$ cat src/rtl/ext_uart_tx_if.sv
// Core EXT write-port handshake: byte, write strobe and back-pressure.
interface ext_uart_tx_if;
  logic [7:0] cq;
  logic       cwre;
  logic       cbsy;

  modport master (output cq, output cwre, input cbsy);
  modport slave  (input cq, input cwre, output cbsy);
endinterface

$ cat src/rtl/ext_uart_tx.sv
// Buffered 8N1 UART transmitter: small FIFO on the core write port, LSB-first
// serialiser to txd with registered line and busy outputs.
module ext_uart_tx #(
  parameter int unsigned CLKS_PER_BIT = 434,
  parameter int unsigned FIFO_AW      = 2
) (
  input  logic          clk,
  input  logic          reset,
  ext_uart_tx_if.slave  core,
  output logic          txd,
  output logic          tx_active
);

  localparam int unsigned DEPTH  = 1 << FIFO_AW;
  localparam int unsigned CNT_W  = FIFO_AW + 1;
  localparam int unsigned BAUD_W = 16;
  localparam logic [CNT_W-1:0]  DEPTH_C   = CNT_W'(DEPTH);
  localparam logic [BAUD_W-1:0] BAUD_LAST = BAUD_W'(CLKS_PER_BIT - 1);

  typedef enum logic [1:0] {
    IDLE  = 2'd0,
    START = 2'd1,
    DATA  = 2'd2,
    STOP  = 2'd3
  } state_t;

  state_t              state_q, state_d;
  logic [BAUD_W-1:0]   baud_q, baud_d;
  logic [2:0]          bit_q, bit_d;
  logic [7:0]          shift_q, shift_d;
  logic                txd_d;

  logic [7:0]          mem [DEPTH];
  logic [FIFO_AW-1:0]  rd_ptr_q, wr_ptr_q;
  logic [CNT_W-1:0]    count_q, count_d;
  logic                cbsy_q;
  logic                push, pop;
  logic                bit_end;

  // A write is only accepted against the registered occupancy, so a pop on the
  // same edge never frees room for it.
  assign push    = core.cwre && (count_q < DEPTH_C);
  assign bit_end = (baud_q == BAUD_LAST);

  always_comb begin
    count_d = count_q;
    unique case ({push, pop})
      2'b10:   count_d = count_q + CNT_W'(1);
      2'b01:   count_d = count_q - CNT_W'(1);
      default: count_d = count_q;
    endcase
  end

  // FIFO storage, no reset needed.
  always_ff @(posedge clk) begin
    if (push) begin
      mem[wr_ptr_q] <= core.cq;
    end
  end

  always_ff @(posedge clk or posedge reset) begin
    if (reset) begin
      rd_ptr_q <= '0;
      wr_ptr_q <= '0;
      count_q  <= '0;
      cbsy_q   <= 1'b0;
    end else begin
      if (push) wr_ptr_q <= wr_ptr_q + FIFO_AW'(1);
      if (pop)  rd_ptr_q <= rd_ptr_q + FIFO_AW'(1);
      count_q <= count_d;
      cbsy_q  <= (count_d == DEPTH_C);
    end
  end

  assign core.cbsy = cbsy_q;

  // Serialiser next-state; txd is derived from the next state so it registers
  // in step with the state it belongs to.
  always_comb begin
    state_d = state_q;
    baud_d  = baud_q;
    bit_d   = bit_q;
    shift_d = shift_q;
    pop     = 1'b0;

    unique case (state_q)
      IDLE: begin
        if (count_q != '0) begin
          pop     = 1'b1;
          shift_d = mem[rd_ptr_q];
          baud_d  = '0;
          state_d = START;
        end
      end
      START: begin
        if (bit_end) begin
          baud_d  = '0;
          bit_d   = '0;
          state_d = DATA;
        end else begin
          baud_d = baud_q + BAUD_W'(1);
        end
      end
      DATA: begin
        if (bit_end) begin
          baud_d  = '0;
          shift_d = {1'b0, shift_q[7:1]};
          bit_d   = bit_q + 3'd1;
          if (bit_q == 3'd7) begin
            state_d = STOP;
          end
        end else begin
          baud_d = baud_q + BAUD_W'(1);
        end
      end
      STOP: begin
        if (bit_end) begin
          baud_d  = '0;
          state_d = IDLE;
        end else begin
          baud_d = baud_q + BAUD_W'(1);
        end
      end
      default: state_d = IDLE;
    endcase

    unique case (state_d)
      START:   txd_d = 1'b0;
      DATA:    txd_d = shift_d[0];
      default: txd_d = 1'b1;
    endcase
  end

  always_ff @(posedge clk or posedge reset) begin
    if (reset) begin
      state_q   <= IDLE;
      baud_q    <= '0;
      bit_q     <= '0;
      shift_q   <= '0;
      txd       <= 1'b1;
      tx_active <= 1'b0;
    end else begin
      state_q   <= state_d;
      baud_q    <= baud_d;
      bit_q     <= bit_d;
      shift_q   <= shift_d;
      txd       <= txd_d;
      tx_active <= (state_d != IDLE);
    end
  end

endmodule
$ cat src/flat_wrapper.sv
// flat-port wrapper written by rule: the top's interface ports become plain ports
module ext_uart_tx_flat 
#(
  parameter int unsigned CLKS_PER_BIT = 434,
  parameter int unsigned FIFO_AW      = 2
)
  (clk, reset, txd, tx_active, core_cq, core_cwre, core_cbsy);
  ext_uart_tx_if core_i ();
  input  logic clk;
  input  logic reset;
  output logic txd;
  output logic tx_active;
  input wire logic [$bits(core_i.cq)-1:0] core_cq;
  input wire logic [$bits(core_i.cwre)-1:0] core_cwre;
  output wire logic [$bits(core_i.cbsy)-1:0] core_cbsy;
  assign core_i.cq = core_cq;
  assign core_i.cwre = core_cwre;
  assign core_cbsy = core_i.cbsy;
  ext_uart_tx #(.CLKS_PER_BIT(CLKS_PER_BIT), .FIFO_AW(FIFO_AW)) u_core (.clk(clk), .reset(reset), .core(core_i), .txd(txd), .tx_active(tx_active));
endmodule
$ cat config.mk
export PLATFORM = sky130hd
export DESIGN_NAME = ext_uart_tx_flat
export DESIGN_NICKNAME = d
export VERILOG_FILES = /design/src/rtl/ext_uart_tx_if.sv /design/src/rtl/ext_uart_tx.sv /design/src/flat_wrapper.sv
export SDC_FILE = /design/constraint.sdc
export NUM_CORES = 1
export LEC_CHECK = 0
export ABC_AREA = 1
export CAP_MARGIN = 20
export CORE_MARGIN = 4
export CORE_UTILIZATION = 65
export CTS_BUF_LIST = sky130_fd_sc_hd__clkbuf_16
export DETAILED_ROUTE_END_ITERATION = 16
export DONT_BUFFER_PORTS = 1
export GPL_ROUTABILITY_DRIVEN = 0
export PLACE_DENSITY = 0.89
export SLEW_MARGIN = 20
export SYNTH_ARGS = -nofsm -noshare
export SYNTH_HDL_FRONTEND = slang
export SYNTH_SLANG_ARGS = --single-unit
$ cat constraint.sdc
create_clock -name clk -period 5.7 [get_ports clk]
set_input_delay 1.14 -clock clk [delete_from_list [all_inputs] [get_ports clk]]
set_output_delay 1.14 -clock clk [all_outputs]
set_load 0.05 [all_outputs]
### After elaboration in Yosys (flattened, before gate mapping)

Memories as Yosys holds them, arrays and structs flattened.
Cells that the tools add are included.

| word-level totals | value |
|---|---|
| output and inout port bits | 3 |
| input port bits | 11 |
| bits in writable memories | 32 |
| bits in registers | 39 |
| word-level logic and storage cells | 62 |
| memories | 1 |

| operators by class | value |
|---|---|
| add/sub/neg operators | 6 |
| mux-type cells | 21 |
| equality and inequality tests | 13 |
| reduce and logical (&&, ||, !) cells | 9 |
| order comparisons | 1 |

Memories:

| memory | depth | width | read ports | clocked after Yosys merged registers in | wr ports | RTL line | RTL |
|---|---|---|---|---|---|---|---|
| u_core.mem | 4 | 8 | 1 | 0 | 1 | ext_uart_tx.sv:33 | `logic [7:0] mem [DEPTH];` |

Operators by type and width:

| cell | count |
|---|---|
| 16-bit two-way mux | 2 |
| 16-bit case mux with 2 select lines | 1 |
| 16-bit by 1-bit adder with 16-bit output, second input constant | 1 |
| 16-bit by 9-bit equality test with 1-bit output, second input constant | 1 |
| 8-bit two-way mux | 2 |
| 8-bit case mux with 2 select lines | 1 |
| 3-bit case mux with 2 select lines | 2 |
| 2-bit two-way mux | 5 |
| 2-bit equality test, second input constant | 4 |
| 2-bit case mux with 4 select lines | 1 |
| 3-bit by 1-bit adder with 3-bit output, second input constant | 2 |
| 2-bit by 1-bit equality test with 1-bit output, second input constant | 3 |
| 3-bit equality test, second input constant | 2 |
| 3-bit two-way mux | 2 |
| 2-bit by 1-bit inequality test with 1-bit output, second input constant | 3 |
| 3-bit AND reduction | 2 |
| 2-bit nonzero test | 3 |
| 2-bit by 1-bit adder with 2-bit output, second input constant | 2 |
| 1-bit two-way mux | 4 |
| 3-bit < comparator, second input constant | 1 |
| 3-bit nonzero test | 1 |
| 3-bit OR reduction | 1 |
| 3-bit by 1-bit subtractor with 3-bit output, second input constant | 1 |
| 2-bit logical NOT | 1 |
| other kinds (2) | 2 |

### Depth between registers and ports, before layout

Gate-level depths: netlist of run 1.

| logic depth | value |
|---|---|
| depth after elaboration | 6 |
| gate-level depth with buffers | 11 |
| mapped depth without buffers | 11 |

### Worst setup path after synthesis of run 1

Ideal clock, no wire load.

| timing | value |
|---|---|
| kind | input to register |
| from | in core_cwre |
| to | reg u_core.cbsy_q (netlist: u_core.core.cbsy) |
| stages on the path | 8 |
| setup slack | 3,155 ps |
| library setup time | 127 ps |
| required time | 5,573 ps |
| buffers on the path | 0 |
| arrival | 2,418 ps |
| path through | nand2_1 > ha_1 > inv_1 > fa_1 > a21oi_1 > o21ai_0 > xor2_1 > nor3b_1 |

| between the ends | value |
|---|---|
| cells in the longest elaborated chain, start to end | 4 |
| elaborated cells between the ends (all ways) | 5 |
| classes of those cells | eq/ne (3); mux (1); reduce/logical (1) |

RTL lines:

| element | RTL line | RTL |
|---|---|---|
| from (decl) | flat_wrapper.sv:14 | `input wire logic [$bits(core_i.cwre)-1:0] core_cwre;` |
| 1-bit logical AND * | ext_uart_tx.sv:42 | `assign push = core.cwre && (count_q < DEPTH_C);` |
| 2-bit by 1-bit equality test with 1-bit output / 2-bit equality test (equally long branches) | ext_uart_tx.sv:47 | `unique case ({push, pop})` |
| 3-bit case mux with 2 select lines * | ext_uart_tx.sv:47 |  |
| named net u_core.count_d[2] | ext_uart_tx.sv:35 | `logic [CNT_W-1:0] count_q, count_d;` |
| 3-bit equality test * | ext_uart_tx.sv:71 | `cbsy_q <= (count_d == DEPTH_C);` |
| to (signal assigned) | ext_uart_tx.sv:71 |  |
| to (decl) | ext_uart_tx.sv:36 | `logic cbsy_q;` |

The timed path passes the listed nets; every way through them passes the cells marked *.
A chain may end at the register's enable or synchronous reset.

### Worst setup path in the final report of run 1

| timing | value |
|---|---|
| from | reg u_core.state_q[0] |
| to | reg u_core.cbsy_q (netlist: u_core.core.cbsy) |

| between the ends | value |
|---|---|
| cells in the longest elaborated chain, start to end | 5 |
| elaborated cells between the ends (all ways) | 6 |
| classes of those cells | eq/ne (3); mux (2); reduce/logical (1) |

RTL lines:

| element | RTL line | RTL |
|---|---|---|
| from (decl) | ext_uart_tx.sv:27 | `state_t state_q, state_d;` |
| from (signal assigned) | ext_uart_tx.sv:143 | `state_q <= state_d;` |
| 2-bit logical NOT * | ext_uart_tx.sv:86 | `unique case (state_q)` |
| 1-bit two-way mux * | ext_uart_tx.sv:86 |  |
| 2-bit by 1-bit equality test with 1-bit output / 2-bit equality test (equally long branches) | ext_uart_tx.sv:47 |  |
| 3-bit case mux with 2 select lines * | ext_uart_tx.sv:47 |  |
| named net u_core.count_d[2] | ext_uart_tx.sv:35 |  |
| 3-bit equality test * | ext_uart_tx.sv:71 |  |

Marks and branches as above.

==> results of run 1 <==
[metal layers]
layer  vias to the layer above  wire length [µm]  global-route usage
li1                       1134                 -                   -
met1                      1147              2750               0.285
met2                       114              3380               0.415
met3                        35               439              0.0745
met4                         0               312               0.179
met5                         -                 0                   0
[final timing paths]
kind / from / endpoint / slack, ps / depth (start not counted)
worst max-delay path: u_core.state_q[0]$_DFF_PP0_ / u_core.core.cbsy$_DFF_PP0_ / 2790 / 10
worst min register to register: u_core.bit_q[2]$_DFFE_PP0P_ / u_core.bit_q[2]$_DFFE_PP0P_ / 490 / 2
worst max register to register: u_core.state_q[0]$_DFF_PP0_ / u_core.core.cbsy$_DFF_PP0_ / 2790 / 10
min in group asynchronous: reset / u_core.baud_q[1]$_DFFE_PP0P_ / 810 / 2
worst min-delay path: u_core.bit_q[2]$_DFFE_PP0P_ / u_core.bit_q[2]$_DFFE_PP0P_ / 490 / 2
max in group asynchronous: reset / u_core.txd$_DFF_PP1_ / 4530 / 2
[logic make-up (layout without fill, tap and decap cells)]
logic type	Yosys count	in the layout	synth area share
compound gates	57	57	0.0963
xor+xnor	8	8	0.0211
fa+ha+maj	10	10	0.0399
buf+inv	49	61	0.0587
flops	71	71	0.583
simple gates	143	143	0.201
[state kept, by name (all words and copies together) (netlist names)]
register / flops
u_core.count_q: 3
u_core.txd: 1
u_core.state_q: 2
u_core.core.cbsy: 1
u_core.baud_q: 16
u_core.mem: 32
u_core.shift_q: 8
u_core.rd_ptr_q: 2
u_core.wr_ptr_q: 2
u_core.bit_q: 3
u_core.tx_active: 1
[worst min-delay path, cell delays in order, from the launching register on]
cell and delay [ps]:
dfrtp_1 350, nand2_1 60, nand2_1 50
[per-stage QoR]
step                 util  instance area [µm²]  std cells  hold WS, ps  total power, mW
global placement    0.699                 3390        401          457            0.738
floorplan               -                 3330        338          445            0.715
CTS                 0.773                 3750        417          490             1.43
global route        0.773                 3750        417          523             1.47
finish              0.773                 3750        417          488             1.43
detailed placement  0.699                 3390        401          481            0.751
[area by class of cell]
class / instances / share of cell area
Sequential cell: 71 / 0.517
Multi-Input combinational cell: 218 / 0.318
Clock buffer: 9 / 0.0601
Inverter: 44 / 0.0441
Clock inverter: 7 / 0.0361
Tap cell: 67 / 0.0224
Timing Repair Buffer: 1 / 0.00200
[cell usage in the layout, fill, tap and decap left out, types with 2 or more instances in the layout]
| cell | count |
|---|---|
| nand2_1 | 55 |
| nor3_1 | 4 |
| nor2_4 | 3 |
| o22ai_1 | 10 |
| xnor2_1 | 2 |
| nand2_4 | 2 |
| o21ai_1 | 2 |
| o221ai_1 | 6 |
| inv_2 | 2 |
| nor2_1 | 47 |
| edfxtp_1 | 32 |
| a21oi_1 | 6 |
| nand3_2 | 2 |
| clkinv_1 | 3 |
| nor3_2 | 2 |
| inv_1 | 41 |
| nor2_2 | 4 |
| ha_1 | 9 |
| dfrtp_1 | 38 |
| nand4_1 | 2 |
| clkbuf_16 | 9 |
| nand3_1 | 12 |
| nand2_2 | 7 |
| bufinv_16 | 4 |
| xor2_1 | 6 |
| o21ai_0 | 33 |
[power by group through the flow]
stage / Clock, mW / Sequential [mW] / Combinational (mW)
floorplan: 0 / 0.625 / 0.0898
finish: 0.672 / 0.628 / 0.129
global route: 0.697 / 0.632 / 0.144
global placement: 0 / 0.631 / 0.106
detailed placement: 0 / 0.635 / 0.116
CTS: 0.674 / 0.628 / 0.127
==> results.json, run 1 <==
{
  "outcome": "completed",
  "vias_per_cell": 5.83,
  "arrival_ps": 3130,
  "grt-ovfl-total": 0,
  "syn_nets": 359,
  "p_per_area_mw_per_mm2": 381,
  "io_pins": 14,
  "cp-end-kind": "register",
  "ant_nets": 0,
  "cp_cell_sequence": "nor2_4, inv_2, nor2_2, ha_1, inv_1, fa_1, a21oi_1, o21ai_0, xor2_1, nor3b_1",
  "peakVddDrop_mv": 0.380,
  "die_w_um": 79.5,
  "worstPathRequired_ps": 5920,
  "fp-row-count": 25,
  "seq_area_mm2": 0.00194,
  "finalSetupTns_ps": 0,
  "layout-drive-gt1-share": 0.114,
  "wire_per_inst_um": 16.5,
  "fin_crit_ps": 2910,
  "cpPeakStageDelay_ps": 470,
  "die_y_um": 79.5,
  "cts_buffers": 9,
  "worstSetupPathType": "reg -> reg",
  "insertedDiodeCount": 0,
  "clk_latency_ps": 330,
  "period_share": 0.511,
  "track_usage": 0.254,
  "num-fill-cells": 274,
  "cap_violations": 0,
  "wl_mm": 6.88,
  "root_buffer": "clkbuf_16",
  "synth.most_common_cell": "nand2_1",
  "synth_top_area_share": 0.289,
  "grt_pass1_vias": 2583,
  "crit_fanout": 11,
  "setup_violations": 0,
  "start_util": 0.686,
  "antenna_found_initial": 0,
  "max-slew-margin-rel": 0.566,
  "tritoncts": "done",
  "synth_warnings": 0,
  "coreArea_mm2": 0.00485,
  "pwr-share-clk": 0.470,
  "internal-power_mw": 1.10,
  "crit_buf_inv": 2,
  "area_growth_syn_to_layout_pct": 12.7,
  "yosys_most_used_dff": "dfrtp_1",
  "synth-edff-count": 32,
  "hold_class": "reg -> reg",
  "p_sw_frac": 0.231,
  "syn_area_mm2": 0.00333,
  "grt_max_degree": 40,
  "hold_buffers": 0,
  "drc": 0,
  "synth_area_leader_cell": "edfxtp_1",
  "worstSetupStartpointType": "register",
  "finalWorstSetupSlack_ps": 2790,
  "ctsResizeCount": 0,
  "post_cts_buffers": 0,
  "post-place-ws_ps": 2840,
  "cpMaxStageDelayCell": "dfrtp_1",
  "comb_power_share": 0.090,
  "timing.fmax_mhz": 343,
  "clockBufferDepth": 2,
  "seq_power_share": 0.440,
  "cp_top_family": "simple AND/OR/NAND/NOR gates",
  "ys_async_sr_fraction": 0.549,
  "grt_pass1_wl_mm": 11.9,
  "design.die.area_mm2": 0.00633,
  "htree_num_levels": 3,
  "rsz0062_at_grt": "false",
  "static-leakage-power_nw": 1.58,
  "fin_worst_skew_ps": 7.02,
  "switching_power_mw": 0.329,
  "synth_area_per_cell_um2": 9.84,
  "firstDrtPassIters": 5,
  "cts.sinks": 71,
  "multi_input_area_mm2": 0.00119,
  "seq_area_frac_synth": 0.583,
  "vias": 2430,
  "yosys_register_bits": 71,
  "drv_slew": 0,
  "tightest_slew_ps": 648,
  "portBuffers": 0,
  "finalHoldViolCount": 0,
  "synth_cell_type_count": 32,
  "clk_pin_slew_ps": 60,
  "synth_cells": 338,
  "yosys-top-cells-area": "edfxtp_1 (29%), dfrtp_1 (29%), nand2_1 (6.2%)",
  "initialDrtViolationCount": 210,
  "synthTopCellsByCount": "nand2_1 (55), nor2_1 (47), inv_1 (41)",
  "final_nets": 366,
  "place_hpwl_mm": 4.31
}
Power figures use the tool's default switching activity.
==> inputs of run 2 (changes only) <==
- CORE_UTILIZATION: 65 -> 63
- PLACE_DENSITY: 0.89 -> 0.87
- clock period: 5.7 -> 2.7 ns (I/O delays scaled with it)
==> run 2 against run 1 <==
Net effect: global-route usage decreased by 2.9 points; register-to-register slack worse by 2400 ps; first-iteration DRC count shrank 21%; die area grew 2.8%; combinational power grew 95%; fmax rose by 26%; count of clock-buffer cells in the layout unchanged; clock power rose by 82%; wire length shrank 8.4%; hold slack worse by 280 ps.
==> results.json, run 2 (synthesized netlist as in run 1, its figures left out) <==
{
  "cts.sinks": 71,
  "vias_per_cell": 5.63,
  "internal-power_mw": 2.07,
  "finalHoldViolCount": 0,
  "antenna_found_initial": 0,
  "grt_max_degree": 40,
  "arrival_ps": 2560,
  "final_cells": 421,
  "setup_violations": 0,
  "io_pins": 14,
  "crit_buf_inv": 2,
  "tritoncts": "done",
  "num-fill-cells": 349,
  "drc": 0,
  "comb_power_share": 0.090,
  "fin_crit_ps": 2320,
  "p_sw_frac": 0.259,
  "grt-ovfl-total": 0,
  "period_share": 0.859,
  "hold_buffers": 0,
  "clk_latency_ps": 330,
  "post_cts_buffers": 0,
  "ant_nets": 0,
  "finalSetupTns_ps": 0,
  "ctsResizeCount": 0,
  "fp-row-count": 26,
  "worstSetupStartpointType": "register",
  "worstPathRequired_ps": 2950,
  "switching_power_mw": 0.724,
  "wl_mm": 6.30,
  "post-place-ws_ps": 453,
  "cp_cell_sequence": "nor2_4, inv_2, nor2_2, ha_1, inv_1, fa_1, a21oi_1, o21ai_0, xor2_1, nor3b_1",
  "fin_util": 0.727,
  "initialDrtViolationCount": 165,
  "drv_slew": 0,
  "tightest_slew_ps": 748,
  "clockBufferDepth": 2,
  "timing.fmax_mhz": 431,
  "grt_pass1_vias": 2302,
  "firstDrtPassIters": 5,
  "crit_fanout": 6,
  "hold_class": "in -> async",
  "dp.cells": 405,
  "p_per_area_mw_per_mm2": 752,
  "postPlaceCellArea_mm2": 0.00340,
  "cts_buffers": 9,
  "pwr-share-clk": 0.439,
  "seq_area_mm2": 0.00194,
  "cp-end-kind": "register",
  "reg.largest.list": "u_core.mem (32), u_core.baud_q (16), u_core.shift_q (8)",
  "multi_input_area_mm2": 0.00119,
  "rsz0062_at_grt": "false",
  "start_util": 0.651,
  "vias": 2370,
  "place_hpwl_mm": 4.12,
  "cap_violations": 0,
  "htree_num_levels": 3,
  "max-slew-margin-rel": 0.499,
  "die_y_um": 80.7,
  "coreArea_mm2": 0.00511,
  "area_growth_syn_to_layout_pct": 11.6,
  "final_common_cell": "nand2_1",
  "most-common-layout-cells": "nand2_1 (55), nor2_1 (47), inv_1 (41)",
  "cp_top_family": "simple AND/OR/NAND/NOR gates",
  "die_w_um": 80.7,
  "static-leakage-power_nw": 1.57,
  "finalWorstSetupSlack_ps": 381,
  "root_buffer": "clkbuf_16",
  "insertedDiodeCount": 0,
  "design.die.area_mm2": 0.00651,
  "largest_register_ffs": 32,
  "cpMaxStageDelayCell": "dfrtp_1",
  "portBuffers": 0,
  "final_nets": 367,
  "cpPeakStageDelay_ps": 470,
  "seq_power_share": 0.471,
  "layout-drive-gt1-share": 0.123,
  "outcome": "completed",
  "wire_per_inst_um": 15.0,
  "peakVddDrop_mv": 0.728,
  "worstSetupPathType": "reg -> reg",
  "grt_pass1_wl_mm": 10.9,
  "fin_worst_skew_ps": 3.01,
  "track_usage": 0.226,
  "finalInstanceArea_mm2": 0.00371,
  "top_register": "u_core.mem",
  "clk_pin_slew_ps": 60
}
-- run 2: final timing paths --
check,from,to,slack (ps),depth (start not counted)
setup reg to reg,u_core.state_q[0]$_DFF_PP0_,u_core.core.cbsy$_DFF_PP0_,380,10
hold reg to reg,u_core.bit_q[2]$_DFFE_PP0P_,u_core.bit_q[2]$_DFFE_PP0P_,490,2
max in group asynchronous,reset,u_core.txd$_DFF_PP1_,2130,2
setup / recovery,u_core.state_q[0]$_DFF_PP0_,u_core.core.cbsy$_DFF_PP0_,380,10
hold / removal,reset,u_core.bit_q[0]$_DFFE_PP0P_,210,2
min in group clk,core_cq[3],u_core.mem[1][3]$_DFFE_PP_,300,0
-- run 2: per-stage QoR --
stage	power [mW]	hold WS (ps)
2_1_floorplan	1.51	445
3_3_place_gp	1.56	458
3_5_place_dp	1.58	477
4_1_cts	2.81	227
5_1_grt	2.90	262
6_report	2.79	209
-- run 2: worst register-to-register path, cell delays in order (launching register included) --
cell and delay [ps]:
dfrtp_1 470, nor2_4 210, inv_2 80, nor2_2 150, ha_1 160, inv_1 70, fa_1 380, a21oi_1 150
o21ai_0 140, xor2_1 230, nor3b_1 200
-- run 2: area by class of cell --
type,instances,share of cell area
Clock inverter,7,0.0236
Timing Repair Buffer,2,0.00405
Sequential cell,71,0.522
Inverter,44,0.0445
Multi-Input combinational cell,218,0.321
Clock buffer,9,0.0607
Tap cell,70,0.0236
-- run 2: power by group through the flow --
stage	Clock, mW	Sequential, mW	Combinational (mW)
final	1.22	1.32	0.252
after global routing	1.29	1.32	0.288
after CTS	1.24	1.31	0.253
after detailed placement	0	1.34	0.249
after global placement	0	1.33	0.231
after floorplan	0	1.32	0.190
-- run 2: per-layer routing --
metal	GRT usage	wire length (µm)
met5	0	0
met4	0.0794	125
met3	0.0650	301
met2	0.363	3070
met1	0.293	2800
